File: config.mk
export PLATFORM = sky130hd
export DESIGN_NAME = duty_ramp_ctrl
export DESIGN_NICKNAME = d
export VERILOG_FILES = /design/src/rtl/duty_ramp_ctrl.sv
export SDC_FILE = /design/constraint.sdc
export NUM_CORES = 1
export LEC_CHECK = 0
export BUFFER_PORTS_ARGS = -buffer_cell sky130_fd_sc_hd__buf_2
export CORE_MARGIN = 2
export CORE_UTILIZATION = 55
export CTS_CLUSTER_DIAMETER = 50
export DETAILED_ROUTE_END_ITERATION = 8
export PLACE_DENSITY = 0.74
export SKIP_CTS_REPAIR_TIMING = 1
export SLEW_MARGIN = 10
export SYNTH_ARGS = -nofsm -noshare
export SYNTH_HDL_FRONTEND = slang
export SYNTH_SLANG_ARGS = --single-unit
File: constraint.sdc
create_clock -name clk -period 3.3 [get_ports clk]
set_clock_uncertainty 0.2 [all_clocks]
set_input_delay 0.495 -clock clk [delete_from_list [all_inputs] [get_ports clk]]
set_output_delay 0.495 -clock clk [all_outputs]
set_load 0.02 [all_outputs]
File: src/rtl/duty_ramp_ctrl.sv
// Duty-cycle ramp generator feeding the 100-step PWM stage.
// Moves duty by +/-1 every steps*TICK_DIV clocks until it reaches the latched target.
module duty_ramp_ctrl #(
  parameter int unsigned TICK_DIV = 125_000
) (
  input  logic       clk,
  input  logic       rstn,
  input  logic       start,
  input  logic       abort,
  input  logic [6:0] target,
  input  logic [7:0] step_ticks,
  output logic [6:0] duty,
  output logic       busy,
  output logic       done
);

  localparam int unsigned PW = (TICK_DIV > 2) ? $clog2(TICK_DIV) : 1;
  localparam logic [PW-1:0] PRESC_MAX = PW'(TICK_DIV - 1);
  localparam logic [PW-1:0] PRESC_ONE = PW'(1);
  localparam logic [6:0]    DUTY_MAX  = 7'd100;

  localparam logic [1:0] S_IDLE = 2'd0;
  localparam logic [1:0] S_RAMP = 2'd1;
  localparam logic [1:0] S_DONE = 2'd2;

  logic [1:0]    r_state;
  logic [6:0]    r_duty;
  logic          r_busy;
  logic          r_done;
  logic [PW-1:0] r_presc;
  logic [7:0]    r_stepcnt;
  logic [6:0]    r_tgt;
  logic [7:0]    r_steps;
  logic          r_up;

  logic [1:0]    w_state_nxt;
  logic [6:0]    w_duty_nxt;
  logic [PW-1:0] w_presc_nxt;
  logic [7:0]    w_stepcnt_nxt;
  logic [6:0]    w_tgt_nxt;
  logic [7:0]    w_steps_nxt;
  logic          w_up_nxt;

  logic [6:0]    w_tgt_in;
  logic [7:0]    w_steps_in;
  logic          w_tick;
  logic          w_step;
  logic [6:0]    w_duty_step;

  assign w_tgt_in   = (target > DUTY_MAX) ? DUTY_MAX : target;
  assign w_steps_in = (step_ticks == 8'd0) ? 8'd1 : step_ticks;
  assign w_tick     = (r_presc == PRESC_MAX);
  assign w_step     = w_tick && (r_stepcnt == (r_steps - 8'd1));

  // Saturating step keeps duty inside 0..100 even if the target were ever out of reach.
  always_comb begin
    w_duty_step = r_duty;
    if (r_up) begin
      if (r_duty < DUTY_MAX) w_duty_step = r_duty + 7'd1;
    end else begin
      if (r_duty != 7'd0) w_duty_step = r_duty - 7'd1;
    end
  end

  always_comb begin
    w_state_nxt   = r_state;
    w_duty_nxt    = r_duty;
    w_presc_nxt   = r_presc;
    w_stepcnt_nxt = r_stepcnt;
    w_tgt_nxt     = r_tgt;
    w_steps_nxt   = r_steps;
    w_up_nxt      = r_up;

    if (abort) begin
      w_state_nxt = S_IDLE;
    end else if (start) begin
      // A start is handled identically in every state: relatch, clear timing, re-decide.
      w_tgt_nxt     = w_tgt_in;
      w_steps_nxt   = w_steps_in;
      w_presc_nxt   = '0;
      w_stepcnt_nxt = '0;
      w_up_nxt      = (w_tgt_in > r_duty);
      w_state_nxt   = (w_tgt_in == r_duty) ? S_DONE : S_RAMP;
    end else begin
      case (r_state)
        S_RAMP: begin
          if (w_tick) begin
            w_presc_nxt = '0;
            if (w_step) begin
              w_stepcnt_nxt = '0;
              w_duty_nxt    = w_duty_step;
              if (w_duty_step == r_tgt) w_state_nxt = S_DONE;
            end else begin
              w_stepcnt_nxt = r_stepcnt + 8'd1;
            end
          end else begin
            w_presc_nxt = r_presc + PRESC_ONE;
          end
        end
        S_DONE:  w_state_nxt = S_IDLE;
        default: w_state_nxt = S_IDLE;
      endcase
    end
  end

  always_ff @(posedge clk) begin
    if (!rstn) begin
      r_state   <= S_IDLE;
      r_duty    <= '0;
      r_busy    <= 1'b0;
      r_done    <= 1'b0;
      r_presc   <= '0;
      r_stepcnt <= '0;
      r_tgt     <= '0;
      r_steps   <= '0;
      r_up      <= 1'b0;
    end else begin
      r_state   <= w_state_nxt;
      r_duty    <= w_duty_nxt;
      r_busy    <= (w_state_nxt == S_RAMP);
      r_done    <= (w_state_nxt == S_DONE);
      r_presc   <= w_presc_nxt;
      r_stepcnt <= w_stepcnt_nxt;
      r_tgt     <= w_tgt_nxt;
      r_steps   <= w_steps_nxt;
      r_up      <= w_up_nxt;
    end
  end

  assign duty = r_duty;
  assign busy = r_busy;
  assign done = r_done;

endmodule

Word level (Yosys, flattened, before mapping)
Cells that the tools add are included.
- output and inout bits: 9
- register bits: 52
- word-level logic and storage cells: 54
- input port bits: 19
- mux-type cells: 19
- add/subtract/negate cells: 5
- equal/unequal tests: 7
- order comparisons: 3
- reductions and logical operators: 9
- bitwise gates (word level): 2
- operator list (kind ; number):
    $mux W17 ; 3
    $mux W8 ; 5
    $mux W7 ; 4
    $add A17 B1 Y17 const B ; 1
    $eq A17 B17 Y1 const B ; 1
    $eq A7 B7 Y1 ; 2
    $mux W2 ; 7
    $add A8 B1 Y8 const B ; 1
    $eq A8 B8 Y1 ; 1
    $logic_not A8 Y1 ; 1
    $sub A8 B1 Y8 const B ; 1
    $add A7 B1 Y7 const B ; 1
    $gt A7 B7 Y1 ; 1
    $gt A7 B7 Y1 const B ; 1
    $lt A7 B7 Y1 const B ; 1
    $reduce_bool A7 Y1 ; 1
    $sub A7 B1 Y7 const B ; 1
    $reduce_and A5 Y1 ; 1
    $eq A2 B1 Y1 const B ; 2
    $reduce_and A2 Y1 ; 2
    $reduce_bool A2 Y1 ; 2
    $reduce_and A3 Y1 ; 1
    $eq A2 B2 Y1 const B ; 1
    $not A1 Y1 ; 2
    $logic_and A1 B1 Y1 ; 1

Depth between registers and ports, before layout
Gate-level depths: netlist of the first run.
- depth after elaboration: 11
- depth in mapped cells: 11
- gate-level depth less buffers: 11

Worst setup path before layout of the first run
Ideal clock, no wire load.
- kind: reg2reg
- start point: reg r_steps[0]
- end point: reg r_duty[0], in the netlist duty[0]
- period minus slack after synthesis: 2672 ps
- slack: 628 ps
- stages on the path, launching flop included: 12
- library setup time: 115 ps
- arrival time: 2358 ps
- data required time: 2985 ps
- buffers on the path: 2
- path through: dfxtp_1 inv_1 ha_1 clkbuf_2 o21ba_1 a221oi_1 a41oi_1 a2111oi_4 buf_2 nand3_1 xnor2_1 and2_1
- cells in the longest elaborated chain, start to end: 4
- ends and longest elaborated chain (what ; line ; RTL):
    start: declaration ; 33 ; logic [7:0] r_steps;
    start signal: assignment ; 125 ; r_steps <= w_steps_nxt;
    $sub A8 B1 Y8 ; 53 ; assign w_step = w_tick && (r_stepcnt == (r_steps - 8'd1));
    $eq A8 B8 Y1 ; 53 ;
    $logic_and A1 B1 Y1 ; 53 ;
    $reduce_and A5 Y1 (no line) ; n/a ;
    end signal: assignment ; 119 ; r_duty <= w_duty_nxt;
    end: declaration ; 27 ; logic [6:0] r_duty;
Every way passes these cells.
A chain may end at the register's enable or synchronous reset.

Worst setup path in the final report of the first run
- start point: reg r_steps[0]
- end point: reg r_duty[1], in the netlist duty[1]
Same word-level chain as after synthesis.

==> results of run 1 <==
[metal layers]
layer / up-vias / global-route usage [%] / wire length (um)
met3: 11 / 5.495 / 545
met4: 0 / 5.333 / 72
met5: - / 0 / 0
met2: 103 / 36.99 / 3501
li1: 1543 / - / -
met1: 1418 / 33.90 / 3518
[final timing paths]
path / startpoint / endpoint / slack (ns) / cells after the start
setup reg to reg: r_steps[0] / duty[1] / 0.42 / 9
hold reg to reg: r_steps[7] / r_steps[7] / 0.29 / 2
hold / removal: step_ticks[6] / r_steps[6] / 0.24 / 3
setup / recovery: r_steps[0] / duty[1] / 0.42 / 9
[kinds of logic (layout without fill, tap and decap cells)]
family | count (synthesis) | after routing | share of synthesized area [%]
AOI/OAI and AO/OA | 99 | 99 | 21.24
and+or+nand+nor | 178 | 178 | 27.96
muxes | 3 | 3 | 0.9006
xor gates and xnor gates | 35 | 35 | 9.193
adders and majority gates | 13 | 13 | 4.878
DFF | 52 | 52 | 31.22
buffers and inverters | 39 | 59 | 4.615
[synthesized netlist by cell type (3+ instances only)]
master / instances
mux2i_1: 3
nor3_1: 9
nor2_1: 32
and3_1: 10
dfxtp_1: 52
a41oi_1: 3
nand4_1: 10
ha_1: 13
and2_1: 5
a31oi_1: 5
xor2_1: 20
buf_2: 5
nand3_1: 18
nand2_1: 51
nor2b_1: 6
nor4_1: 6
a21oi_1: 17
xnor2_1: 15
clkbuf_1: 17
o21ai_0: 19
nand2b_1: 5
or3_1: 7
nor3b_1: 5
a32oi_1: 4
o21bai_1: 3
a21boi_0: 16
inv_1: 14
a32o_1: 3
[sequential cells by signal, summed over array words and instances, names as in the netlist]
name	count
busy	1
done	1
duty	7
r_presc	17
r_state	2
r_stepcnt	8
r_steps	8
r_tgt	7
r_up	1
[area by class of cell]
cell class / count / area [um2]
flip-flops and latches: 52 / 1041
multi-input cells: 328 / 2140
inverters: 14 / 52.55
well taps: 75 / 93.84
fillers: 519 / 2253
repair buffers: 37 / 210.2
clock buffers: 5 / 68.82
clock inverters: 3 / 26.28
[power groups by stage]
stage               Combinational (mW)  Clock (mW)  Sequential [mW]
detailed placement               0.154           0            0.670
global placement                 0.150           0            0.670
finish                           0.154       0.387            0.656
CTS                              0.154       0.394            0.656
global route                     0.173       0.423            0.658
floorplan                        0.117           0            0.666
[critical path: cells and delay by family (launching register included)]
family | cells | cell delay [ns]
AO/OA/AOI/OAI | 6 | 1.55
flip-flops | 1 | 0.44
adder cells (fa/ha/maj) | 1 | 0.30
AND/OR/NAND/NOR | 1 | 0.20
buffers and inverters | 1 | 0.07
[stage by stage]
stage | power, mW | hold WS [ns] | area, um2 | cells
after global routing | 1.254 | 0.2324 | 3632 | 514
after global placement | 0.8197 | 0.2727 | 3537 | 506
after floorplan | 0.7828 | 0.2551 | 3334 | 419
after CTS | 1.204 | 0.2363 | 3632 | 514
final | 1.197 | 0.2402 | 3632 | 514
after detailed placement | 0.8242 | 0.2788 | 3537 | 506
==> out/results.tsv, run 1 <==
stage	metric	value	unit
sta	fin crit share	87.15	%
layout	Antenna Cells	0	
floorplanning	CORE AREA	5886	um2
floorplanning	I/O pin cnt	28	
power	P_int	860.8	uW
grt	first-pass GRT wire length	12.61	mm
route	initial DRC count	267	
critical_path	worst path required time	3.30	ns
sta	final setup fails	0	
clock_network	Clock transition at path regs	0.10	ns
layout	synth-to-layout area growth	8.930	%
route	WL final	7.636	mm
route	via count	3075	
place	GP Congestion	0.9743	
power	NetSw	336.3	uW
sta	Slew @ Worst Pin	0.6307	ns
route	drt first pass iters	5	
critical_path	largest stage delay on the critical path	0.44	ns
logic_synthesis	synth warn	0	
power	Sw Ratio	28.10	%
logic_synthesis	Post-synth ARST share	0	%
floorplanning	DIE AREA	6701	um2
job	maxcap violations	0	
power	worst vdd ir	0.2088	mV
sta	Hold Vio Cnt, Final	0	
place	setup slack at placement	0.4320	ns
clock_network	Clock Latency Late Sink	0.31	ns
critical_path	critical path fanouts, max	9	
logic_synthesis	#FFs+latches synth	52	
sta	RSZ-0062 raised after global routing	no	
logic_synthesis	Post-synth EDFFs	0	
critical_path	Crit Path Class	flop to flop	
logic_synthesis	ys flop type	dfxtp_1	
layout	final net count	470	
logic_synthesis	Gate Count Post-Synth	419	
critical_path	Critical Path AT	2.88	ns
sta	fmax	347.7	MHz
clock_network	CTS tree	built	
logic_synthesis	Seq/Total Area, Yosys	31.22	%
critical_path	crit-path cells	inv_1, ha_1, o21ba_1, a221oi_1, a41oi_1, a2111oi_4, nand2_2, o211a_1, a211o_1	
floorplanning	placement row count	28	
grt	initial antenna violation count	0	
clock_network	Num CTS Buffers	5	
critical_path	Startpoint Class	flop	
clock_network	clk sink count	52	
layout	Layout Utilization	61.71	%
sta	Slew Limit Headroom	57.95	%
sta	final worst slack	0.4240	ns
grt	GRT overflow	0	
floorplanning	die height	81.86	um
critical_path	slowest stage cell on the critical path	dfxtp_1	
grt	total track usage	23.93	%
grt	vias in the first global route	2649	
critical_path	CP Capture Type	flop	
place	Port Buffers	27	
logic_synthesis	synthesized net count	451	
clock_network	Root Buffer	clkbuf_8	
sta	min cycle time layout	2.876	ns
route	via-per-instance ratio	5.982	
power	Clk pwr share	32.3	%
floorplanning	Die Span X	81.86	um
logic_synthesis	syn_area_per_cell	7.958	um2
logic_synthesis	Cell variety after synth	62	
min_path	Hold Path Class	input pin to flop	
status	outcome	finished, final reports clean	
floorplanning	initial core utilization	56.65	%
sta	setup TNS	0	ns
clock_network	Max clock buf depth	2	
power	P per Cell Area	329.6	nW/um2
sta	max-slew violation count	0	
route	number of routed nets with antenna violations	0	
power	Pleak	1.422	nW
logic_synthesis	top cell type's share of synthesized area	31.22	%
place	DP HPWL	5.680	mm
logic_synthesis	Netlist Area Pre-Place	3334	um2
grt	pin count of the biggest net entering global routing	38	
power	combinational share of power	12.9	%
logic_synthesis	ranking of synthesized cells by area	dfxtp_1, nand2_1, xor2_1	
layout	most frequent cells in the layout	dfxtp_1, nand2_1, nor2_1	
route	Remaining DRCs	0	
layout	share of layout cells above drive strength 1	12.30	%
clock_network	H-tree depth	2	
route	Routed WL per cell	14.86	um
power	sequential fraction of design power	54.8	%
logic_synthesis	Yosys top cell by area	dfxtp_1	
layout	most common cell after layout, fill and taps aside	dfxtp_1	
No activity file was read; power rests on OpenSTA's default activity.
==> inputs of run 2 (changes only) <==
CORE_ASPECT_RATIO = 1.1   (was not set)
CORE_UTILIZATION = 45   (was 55)
PLACE_DENSITY = not set   (was 0.74)
==> run 2 against run 1 <==
Against the previous run:
- sequential share of layout area about the same
- hold slack worse by 0.0081 ns
- clock power shrank 3%
- cell count increased by 1.9%
==> out/results.tsv, run 2 (synthesized netlist as in run 1, its figures left out) <==
stage	metric	value	unit	change
place	area post-placement	3550	um2	+0.35%
place	placed cell count	516		+2.0%
clock_network	Clock Latency Late Sink	0.31	ns	about the same
layout	synth-to-layout area growth	9.118	%	
grt	initial antenna violation count	0		unchanged
layout	share of layout cells above drive strength 1	12.07	%	-0.23 points
min_path	worst hold path depth	3		unchanged
route	Routed WL per cell	15.82	um	+6.5%
critical_path	worst path required time	3.30	ns	about the same
grt	total track usage	21.51	%	-2.4 points
critical_path	Critical Path AT	2.82	ns	-0.06 ns
power	Pleak	1.421	nW	about the same
min_path	Hold Startpoint	step_ticks[2]		
grt	GR Layer Usage met1	28.86	%	-5.0 points
route	initial DRC count	177		-34%
layout	final net count	470		unchanged
job	maxcap violations	0		unchanged
status	outcome	finished, final reports clean		
route	via count	3085		+0.33%
place	Port Buffers	27		unchanged
layout	most frequent cells in the layout	dfxtp_1, nand2_1, nor2_1		
layout	max reg flops	17		unchanged
clock_network	Root Buffer	clkbuf_8		
floorplanning	Die Span X	86.08	um	+5.1%
sta	Slew @ Worst Pin	0.6518	ns	+0.02112 ns
power	P per Cell Area	327.2	nW/um2	-0.74%
grt	pin count of the biggest net entering global routing	38		unchanged
clock_network	CTS tree	built		
grt	met2 Track Usage GR	35.98	%	-1.0 points
place	setup slack at placement	0.5309	ns	+0.09886 ns
sta	min cycle time layout	2.817	ns	-0.05883 ns
route	via-per-instance ratio	5.887		-1.6%
grt	vias in the first global route	2803		+5.8%
critical_path	crit-path cells	inv_1, ha_1, o21ba_1, a221oi_1, a41oi_1, a2111oi_4, nand2_2, o211a_1, a211o_1		
place	DP HPWL	6.149	mm	+8.3%
clock_network	H-tree depth	2		unchanged
min_path	Hold Path End	r_steps[2]		
critical_path	FF-to-FF End	duty[1]		
floorplanning	CORE AREA	7087	um2	+20%
clock_network	Max clock buf depth	2		unchanged
route	number of routed nets with antenna violations	0		unchanged
floorplanning	placement row count	32		+14%
floorplanning	I/O pin cnt	28		unchanged
layout	Top Registers	r_presc (17), r_stepcnt (8), r_steps (8)		
sta	fmax	355.0	MHz	+2.1%
layout	final instance area	3638	um2	+0.17%
place	GP Congestion	0.9295		-4.6%
route	drt first pass iters	4		-1
critical_path	Crit Path Class	flop to flop		
route	Remaining DRCs	0		unchanged
min_path	Hold Path Class	input pin to flop		
floorplanning	DIE AREA	8115	um2	+21%
grt	GRT Max-Usage Layer	met2		
grt	first-pass GRT wire length	13.84	mm	+9.7%
critical_path	flop2flop setup slack	0.48	ns	+0.06 ns
sta	fin crit share	85.37	%	-1.8 points
sta	final worst slack	0.4829	ns	+0.05884 ns
critical_path	critical path fanouts, max	9		unchanged
critical_path	largest stage delay on the critical path	0.44	ns	about the same
critical_path	Startpoint Class	flop		
grt	GRT overflow	0		unchanged
layout	most common cell after layout, fill and taps aside	dfxtp_1		
critical_path	worst r2r path cells	9		unchanged
sta	Slew Limit Headroom	56.55	%	-1.4 points
layout	Antenna Cells	0		unchanged
layout	Largest Register	r_presc		
layout	Post-Layout Cell Count	524		+1.9%
grt	met3 GRT Util	3.076	%	-2.4 points
floorplanning	initial core utilization	47.05	%	-9.6 points
clock_network	Clock transition at path regs	0.10	ns	about the same
critical_path	crit-path leading delay family	compound AO/OA/AOI/OAI gates		
sta	max-slew violation count	0		unchanged
floorplanning	die height	94.28	um	+15%
layout	Layout Utilization	51.34	%	-10 points
clock_network	Num CTS Buffers	5		unchanged
power	worst vdd ir	0.1499	mV	-28%
clock_network	clk sink count	52		unchanged
critical_path	WP buf/inv	1		unchanged
critical_path	CP Capture Type	flop		
critical_path	slowest stage cell on the critical path	dfxtp_1		
sta	RSZ-0062 raised after global routing	no		
sta	setup TNS	0	ns	unchanged
route	WL final	8.288	mm	+8.5%
critical_path	R2R Path Start	r_steps[0]		
sta	final setup fails	0		unchanged
sta	Hold Vio Cnt, Final	0		unchanged
==> run 2: cell types whose count changed in the layout (fill, tap and decap cells not counted) <==
cell / delta
clkinv_4: +1
inv_8: -1
clkbuf_1: +1
clkinvlp_4: -1
==> run 2: power by group <==
| group | leakage (nW) | internal [mW] | switching (mW) | total, mW |
|---|---|---|---|---|
| Combinational | 0.958 | 0.0664 | 0.0903 | 0.157 |
| Clock | 0.0414 | 0.152 | 0.225 | 0.377 |
| Sequential | 0.421 | 0.640 | 0.0175 | 0.657 |
| Total | 1.42 | 0.858 | 0.333 | 1.19 |
==> run 2: final cells by class <==
type                       instances  area (um2)
multi-input combinational        328        2140
timing repair buffer              37       210.2
tap                               85       106.4
clock buffer                       6       72.57
inverter                          14       52.55
fill                             716        3448
sequential                        52        1041
clock inverter                     2       16.27
==> run 2: through the flow <==
step                      hold WS, ns  power (mW)
after global routing           0.2301       1.252
final                          0.2321       1.190
after detailed placement       0.2818      0.8278
after floorplan                0.2551      0.7828
after CTS                      0.2297       1.200
after global placement         0.2798      0.8249
==> run 2: worst min-delay path, cell delays in order <==
cell	delay [ns]
buf_2	0.10
nand2_1	0.05
a21boi_0	0.06
==> run 2: worst max path at each step <==
stage	to	from	cells after the start	slack [ns]
after floorplan	duty[0]	r_steps[0]	11	0.63
after global placement	r_state[0]	duty[1]	8	0.60
after detailed placement	duty[1]	r_steps[0]	9	0.53
after CTS	duty[1]	r_steps[0]	9	0.49
after global routing	r_state[0]	duty[1]	8	0.29
final	duty[1]	r_steps[0]	9	0.48
==> run 2: per-layer routing <==
layer	share of wire [%]	vias to the layer above
met3	4.1	11
met2	49	76
met4	1.2	0
li1	-	1540
met5	0	-
met1	46	1458
==> inputs of run 3 (changes only) <==
PLACE_DENSITY = 0.62   (was not set)
==> run 3 against run 2 <==
Against the previous run:
- worst setup slack got worse by 0.076 ns
- die area did not move
- combinational power about the same
- first-iteration DRC count shrank 31%
- global-route usage down 0.055 points
- via count is 0.62% higher
- wire length fell by 2.3%
- critical path depth stayed put
- sequential share of layout area about the same
- critical endpoint unchanged
- largest cell class unchanged
- largest power group unchanged
- highest routed layer unchanged
==> out/results.tsv, run 3 (synthesized netlist as in run 1, its figures left out) <==
stage	metric	value	unit	change
status	outcome	finished, final reports clean		
layout	final net count	468		-0.43%
floorplanning	die height	94.28	um	unchanged
grt	GRT Max-Usage Layer	met2		
layout	Top Registers	r_presc (17), r_stepcnt (8), r_steps (8)		
floorplanning	placement row count	32		unchanged
route	drt first pass iters	6		+2
sta	Hold Vio Cnt, Final	0		unchanged
critical_path	Crit Path Class	flop to flop		
route	Remaining DRCs	0		unchanged
clock_network	CTS tree	built		
place	Port Buffers	27		unchanged
route	initial DRC count	122		-31%
floorplanning	I/O pin cnt	28		unchanged
floorplanning	DIE AREA	8115	um2	unchanged
grt	initial antenna violation count	0		unchanged
layout	Post-Layout Cell Count	522		-0.38%
sta	final setup fails	0		unchanged
layout	Antenna Cells	0		unchanged
clock_network	Clock Latency Late Sink	0.32	ns	about the same
clock_network	Clock transition at path regs	0.11	ns	about the same
clock_network	Max clock buf depth	2		unchanged
floorplanning	Die Span X	86.08	um	unchanged
clock_network	clk sink count	52		unchanged
power	Pleak	1.420	nW	about the same
sta	min cycle time layout	2.893	ns	+0.07588 ns
grt	GR Layer Usage met1	26.61	%	-2.3 points
layout	Layout Utilization	51.25	%	-0.088 points
grt	GRT overflow	0		unchanged
layout	most common cell after layout, fill and taps aside	dfxtp_1		
place	area post-placement	3535	um2	-0.42%
sta	Slew @ Worst Pin	0.6639	ns	+0.01213 ns
critical_path	CP Capture Type	flop		
critical_path	critical path fanouts, max	9		unchanged
job	maxcap violations	0		unchanged
sta	max-slew violation count	0		unchanged
grt	first-pass GRT wire length	14.01	mm	+1.2%
critical_path	Startpoint Class	flop		
power	P per Cell Area	338.2	nW/um2	+3.4%
sta	Slew Limit Headroom	55.74	%	-0.81 points
layout	Largest Register	r_presc		
route	via count	3104		+0.62%
power	Pwr Total	1.229	mW	+3.2%
floorplanning	CORE AREA	7087	um2	unchanged
grt	met3 GRT Util	2.900	%	-0.18 points
clock_network	H-tree depth	2		unchanged
place	GP Congestion	0.9135		-1.7%
grt	met2 Track Usage GR	37.92	%	+1.9 points
floorplanning	initial core utilization	47.05	%	unchanged
layout	final instance area	3632	um2	-0.17%
layout	most frequent cells in the layout	dfxtp_1, nand2_1, nor2_1		
sta	setup TNS	0	ns	unchanged
sta	fmax	345.7	MHz	-2.6%
clock_network	Num CTS Buffers	5		unchanged
place	DP HPWL	6.064	mm	-1.4%
grt	vias in the first global route	2969		+5.9%
min_path	Hold Path Class	input pin to flop		
sta	fin crit share	87.67	%	+2.3 points
layout	synth-to-layout area growth	8.930	%	
power	worst vdd ir	0.1674	mV	+12%
route	via-per-instance ratio	5.946		+1.0%
critical_path	Critical Path AT	2.91	ns	+0.09 ns
layout	share of layout cells above drive strength 1	11.90	%	-0.17 points
grt	pin count of the biggest net entering global routing	38		unchanged
route	WL final	8.095	mm	-2.3%
layout	max reg flops	17		unchanged
clock_network	Root Buffer	clkbuf_8		
critical_path	worst path required time	3.32	ns	+0.02 ns
route	number of routed nets with antenna violations	0		unchanged
sta	RSZ-0062 raised after global routing	no		
grt	total track usage	21.45	%	-0.055 points
route	Routed WL per cell	15.51	um	-2.0%
place	placed cell count	514		-0.39%
run 3: cell types whose count changed in the layout (fill, tap and decap cells not counted):
| cell | delta |
|---|---|
| buf_4 | -2 |
| inv_6 | +2 |
| clkbuf_1 | -1 |
| clkinv_4 | -1 |
| clkinvlp_4 | -1 |
| inv_8 | +1 |
run 3: through the flow:
stage / setup slack (ns) / hold slack (ns)
after floorplan: 0.6276 / 0.2551
after global placement: 0.5111 / 0.2709
after detailed placement: 0.4105 / 0.2819
after CTS: 0.3885 / 0.2250
after global routing: 0.1940 / 0.2411
final: 0.4070 / 0.2267
run 3: final cells by class:
cell class | count | area, um2
timing repair buffer | 35 | 195.2
clock buffer | 5 | 68.82
fill | 702 | 3455
sequential | 52 | 1041
tap | 85 | 106.4
multi-input combinational | 328 | 2140
clock inverter | 3 | 28.78
inverter | 14 | 52.55
run 3: worst max-delay path, stage by stage, from the launching register on:
cell	delay, ns
dfxtp_1	0.44
inv_1	0.07
ha_1	0.30
o21ba_1	0.20
a221oi_1	0.29
a41oi_1	0.12
a2111oi_4	0.48
nand2_2	0.19
o211a_1	0.26
a211o_1	0.25
run 3: per-layer routing:
metal  routed length, um  vias to the layer above
met5                   0                        -
met4                 166                        0
met3                 322                       15
met2                4104                       70
met1                3501                     1475
li1                    -                     1544
run 3: final timing paths:
kind	start	to	slack [ns]	depth (start not counted)
max	r_steps[0]	duty[1]	0.41	9
min	step_ticks[7]	r_steps[7]	0.23	3
max reg2reg	r_steps[0]	duty[1]	0.41	9
min reg2reg	r_steps[7]	r_steps[7]	0.29	2
run 3: where the power goes:
group / internal, mW / switching (mW) / leakage (nW) / total [mW]
clock: 0.161 / 0.254 / 0.0511 / 0.415
sequential: 0.640 / 0.0180 / 0.421 / 0.658
combinational: 0.0664 / 0.0890 / 0.947 / 0.155
